==> src/rtl/mem_port_arbiter.sv <==
// mem_port_arbiter: shares one single-port block RAM among NCH requesters.
// Round-robin grant with a valid/ready request handshake. Read responses come
// back in acceptance order, RAM_LAT+1 cycles after the accept edge.
// Optional build macro MEM_ARB_FIXED_PRIO_EN switches to fixed priority.
// In that mode the lowest channel index always wins and there is no pointer.
module mem_port_arbiter #(
  parameter int NCH     = 2,
  parameter int SIZE    = 10,
  parameter int DATA_W  = 32,
  parameter int RAM_LAT = 1
) (
  input  logic                    clk,
  input  logic                    rst,        // active-low, asynchronous
  input  logic [NCH-1:0]          req_valid,
  output logic [NCH-1:0]          req_ready,
  input  logic [NCH-1:0]          req_we,
  input  logic [NCH*SIZE-1:0]     req_addr,
  input  logic [NCH*DATA_W-1:0]   req_wdata,
  output logic [NCH-1:0]          rsp_valid,
  output logic [DATA_W-1:0]       rsp_rdata,
  output logic                    ram_we,
  output logic [SIZE-1:0]         ram_addr,
  output logic [DATA_W-1:0]       ram_wdata,
  input  logic [DATA_W-1:0]       ram_rdata
);

  localparam int ID_W = (NCH > 1) ? $clog2(NCH) : 1;

  logic            w_gnt_any;  // some channel is requesting
  logic [ID_W-1:0] w_gnt_id;   // index of the winning channel
  logic            w_gnt;      // grant qualified by reset
  logic            w_rd_xfer;  // a read is accepted this cycle

`ifdef MEM_ARB_FIXED_PRIO_EN
  // Fixed priority: scan downward so the lowest requesting index is the last one kept.
  always_comb begin
    w_gnt_any = 1'b0;
    w_gnt_id  = '0;
    for (int i = NCH - 1; i >= 0; i--) begin
      if (req_valid[i]) begin
        w_gnt_any = 1'b1;
        w_gnt_id  = ID_W'(i);
      end
    end
  end
`else
  logic [ID_W-1:0] r_ptr;
  int              w_best;

  // Round robin: pick the requester with the smallest upward distance from the pointer.
  always_comb begin
    w_gnt_any = 1'b0;
    w_gnt_id  = '0;
    w_best    = NCH;
    for (int i = 0; i < NCH; i++) begin
      if (req_valid[i] && (((i - int'(r_ptr) + NCH) % NCH) < w_best)) begin
        w_best    = (i - int'(r_ptr) + NCH) % NCH;
        w_gnt_any = 1'b1;
        w_gnt_id  = ID_W'(i);
      end
    end
  end

  // Pointer moves to just past the channel that transferred, wrapping at NCH.
  always_ff @(posedge clk or negedge rst) begin
    if (!rst) begin
      r_ptr <= '0;
    end else if (w_gnt) begin
      r_ptr <= (w_gnt_id == ID_W'(NCH - 1)) ? '0 : w_gnt_id + 1'b1;
    end
  end
`endif

  // Nothing is granted while reset is held, even though requests may be high.
  assign w_gnt     = w_gnt_any & rst;
  assign w_rd_xfer = w_gnt & ~ram_we;

  // One-hot ready, and the RAM pins are steered from the granted channel.
  always_comb begin
    req_ready = '0;
    ram_we    = 1'b0;
    ram_addr  = '0;
    ram_wdata = '0;
    for (int i = 0; i < NCH; i++) begin
      if (w_gnt && (w_gnt_id == ID_W'(i))) begin
        req_ready[i] = 1'b1;
        ram_we       = req_we[i];
        ram_addr     = req_addr[i*SIZE +: SIZE];
        ram_wdata    = req_wdata[i*DATA_W +: DATA_W];
      end
    end
  end

  logic            r_pipe_vld [RAM_LAT];
  logic [ID_W-1:0] r_pipe_id  [RAM_LAT];

  // Shift pipe that follows each accepted read through the RAM latency.
  always_ff @(posedge clk or negedge rst) begin
    if (!rst) begin
      for (int k = 0; k < RAM_LAT; k++) begin
        r_pipe_vld[k] <= 1'b0;
        r_pipe_id[k]  <= '0;
      end
    end else begin
      r_pipe_vld[0] <= w_rd_xfer;
      r_pipe_id[0]  <= w_gnt_id;
      for (int k = 1; k < RAM_LAT; k++) begin
        r_pipe_vld[k] <= r_pipe_vld[k-1];
        r_pipe_id[k]  <= r_pipe_id[k-1];
      end
    end
  end

  // Register the RAM output and strobe the owning channel when a read leaves the pipe.
  always_ff @(posedge clk or negedge rst) begin
    if (!rst) begin
      rsp_valid <= '0;
      rsp_rdata <= '0;
    end else begin
      rsp_valid <= '0;
      if (r_pipe_vld[RAM_LAT-1]) begin
        rsp_rdata <= ram_rdata;
        for (int i = 0; i < NCH; i++) begin
          rsp_valid[i] <= (r_pipe_id[RAM_LAT-1] == ID_W'(i));
        end
      end
    end
  end

endmodule

==> config.mk <==
export PLATFORM = sky130hd
export DESIGN_NAME = mem_port_arbiter
export DESIGN_NICKNAME = d
export VERILOG_FILES = /design/src/rtl/mem_port_arbiter.sv
export SDC_FILE = /design/constraint.sdc
export NUM_CORES = 1
export LEC_CHECK = 0
export ABC_CLOCK_PERIOD_IN_PS = 2750
export CAP_MARGIN = 20
export CORE_MARGIN = 2
export CORE_UTILIZATION = 36
export CTS_CLUSTER_DIAMETER = 100
export CTS_CLUSTER_SIZE = 25
export DETAILED_ROUTE_END_ITERATION = 10
export MAX_ROUTING_LAYER = met4
export PLACE_DENSITY = 0.87
export REMOVE_ABC_BUFFERS = 1
export SYNTH_ARGS = -nofsm -noshare
export SYNTH_HDL_FRONTEND = slang
export SYNTH_SLANG_ARGS = --single-unit
export TNS_END_PERCENT = 50
==> constraint.sdc <==
create_clock -name clk -period 2.75 [get_ports clk]
set_clock_uncertainty 0.1 [all_clocks]
set_input_delay 0.6875 -clock clk [delete_from_list [all_inputs] [get_ports clk]]
set_output_delay 0.6875 -clock clk [all_outputs]
set_load 0.05 [all_outputs]
==> impl_metrics.ini <==
[detailed_routing]
ant_nets = 0
detailroute.via_count = 2669
first_pass_iters = 4
detail_route.wl_per_cell_um = 15.31
wirelength_um = 8206
drc_errors = 0
detailedRoute.firstIterationViolations = 48
route.detailed.vias_per_inst = 4.979

[worst_setup_path]
critical-path-max-stage-delay_ns = 0.28
timing.critical_path.max_delay_family = buffers and inverters
crit_slowest_cell = o32ai_2
worstPathMaxFanout = 7
cpMostUsedCell = buf_4
worstSetupEndpointType = output pin
ff2ff_setup_slack_ns = 1.45
worst_ep_arrival_time_ns = 1.83
crit_type = in -> out
critical_path.startpoint_type = input port
crit_path_cell_trace = dlygate4sd2_1 > nor2b_4 > buf_4 > o32ai_2 > buf_4
critPathBufInv = 3
crit_required_ns = 1.96

[synthesis]
post_synthesis_cells = 240
synth_seq_area_share_pct = 36.38
synthFlopType = dfrtp_1
ys_seq_elements = 37
post-synth-top-count-cell = nand2_1
post_synth_edffs = 0
synth.avg_cell_area_um2 = 10.60
post_synth_most_frequent_cells = nand2_1 (86), o32ai_2 (38), dfrtp_1 (37), mux2_2 (32), buf_2 (13)
synth.cell_area_um2 = 2545
synth.area.top_cells = dfrtp_1 (36%), o32ai_2 (24%), mux2_2 (14%), nand2_1 (13%), buf_6 (3.1%)
post-synth-top-area-fraction_pct = 36.38
synth_async_sr_flop_share_pct = 100.0
cell_taking_the_most_area_after_synthesis = dfrtp_1
synthDistinctLibCells = 19
synthesis.yosys.warnings = 0

[final_layout]
insertedDiodeCount = 0
area_growth_syn_to_layout_pct = 86.97
final_cell_count_no_fill = 536
final_layout_size_suffix_gt1_share_pct = 33.64
fin_nets = 561
fillCellCount = 527

[sta]
period_share_pct = 95.16
timing.hold.ws_ns = 0.3067
maxSlewViolCount = 0
worst_pin_slew_ns = 0.5156
max_freq_mhz = 382.1
period_needed_ns = 2.617
setup_violations = 0
final-hold-violation-count = 0
rsz_0062_raised_after_global_routing = no
max-slew-margin-rel_pct = 65.52

[clock_network]
tritoncts.num_buffers = 5
maximum_clock_path_buffer_count = 2
cts_root_buf = clkbuf_8
clk-insertion-delay-late_ns = 0.27
ctsHtreeMaxLevel = 2
cts.sinks = 37
tritoncts = done
path_clk_slew_ns = 0.07

[floorplan]
die_w_um = 88.08
floorplan.initialDensity_pct = 37.25
core-area_um2 = 6832
die_h_um = 88.08
design.portCount = 201
fp-row-count = 30
fp.dieArea_um2 = 7758

[flow_run]
drv_cap = 0

[power]
power.total_mw = 2.657
netSwitchingPower_mw = 1.165
sw_frac_of_total_pct = 43.86
irDropWorstVdd_mv = 0.2067
power_density_nw_per_um2 = 558.4
clockPowerShare_pct = 13.1
combinational_power_share_pct = 59.4
seqPwrFrac_pct = 27.5
static-leakage-power_nw = 1.948
power_report.internal_total_mw = 1.492

[global_route]
grt_overflow_total = 0
grt_first_pass_wirelength_um = 12350
antenna_violations_before_repair = 0
grt_pass1_vias = 2673
global_router_s_overall_resource_usage_pct = 20.78
pin_count_of_the_biggest_net_entering_global_routing = 35

[hold_path]
min_path_type = reg -> reg

[placement]
routabilityCongestion = 0.8233
hpwl_um = 6609
numPortBuffers = 200
dp.cells = 528

[outcome]
status = complete, no violations
-- what timing repair did --
action                     4_1_cts  5_1_grt
gates resized for setup          7        0
setup endpoints to repair       44        0
hold buffers                     0        0
setup buffers                    0        0
-- final timing paths --
kind / from / to / depth (start not counted)
worst max-delay path: req_valid[0] / ram_wdata[19] / 5
worst min-delay path: r_pipe_id / rsp_valid[0] / 1
worst max register to register: r_pipe_vld / rsp_rdata[16] / 2
worst min register to register: r_pipe_id / rsp_valid[0] / 1
max in group asynchronous: rst / r_ptr / 3
min in group asynchronous: rst / r_pipe_vld / 2
-- layer usage --
layer  GRT usage [%]  wire length (um)  vias up
met3           4.901               747       21
met5               -                 0        -
met4           8.678               253        0
met2           36.09              4167      146
met1           22.75              3037     1240
li1                -                 -     1262
-- placed cells by master (no fill, tap or decap), drive strengths merged, types with 6 or more instances in the layout --
cell             n
clkdlybuf4s50  152
o32ai           44
clkbuf           6
buf             66
nand2           86
dfrtp           37
mux2            32
-- sequential cells by signal, summed over array words and instances (netlist names) --
register and flops:
r_ptr 1, rsp_valid 2, r_pipe_vld 1, rsp_rdata 32
r_pipe_id 1
-- metrics by stage --
step                setup TNS (ns)  area (um2)  setup WS (ns)  util [%]
global placement            -2.442        4654        -0.1539     68.13
finish                           0        4758         0.1330     69.65
global route                     0        4758        0.07725     69.65
floorplan                   -93.35        2352         -2.343         -
detailed placement          -2.666        4654        -0.1421     68.13
CTS                              0        4758         0.1467     69.65
-- final cells by class --
class                           instances  area (um2)  share of cell area, %
Timing Repair Buffer                  220        2180                  45.81
Multi-Input combinational cell        173        1443                  30.32
Tap cell                               96       120.1                  2.524
Clock inverter                          2       10.01                 0.2104
Inverter                                2       7.507                 0.1578
Clock buffer                            6       72.57                  1.525
Sequential cell                        37       925.9                  19.46
-- power by group through the flow --
stage	Combinational (mW)	Sequential, mW	Clock (mW)
floorplan	0.484	1.18	0
global placement	1.57	0.736	0
detailed placement	1.58	0.745	0
CTS	1.59	0.735	0.363
global route	1.65	0.749	0.381
finish	1.58	0.732	0.347
-- cell families (layout without fill, tap and decap cells) --
| logic type | Yosys count | count (layout) | synth area share, % |
|---|---|---|---|
| flops | 37 | 37 | 36.38 |
| mux | 32 | 32 | 14.16 |
| buf+inv | 30 | 230 | 7.866 |
| simple gates | 94 | 94 | 14.41 |
| compound gates | 47 | 47 | 27.19 |
(Power assumes the default switching activity.)
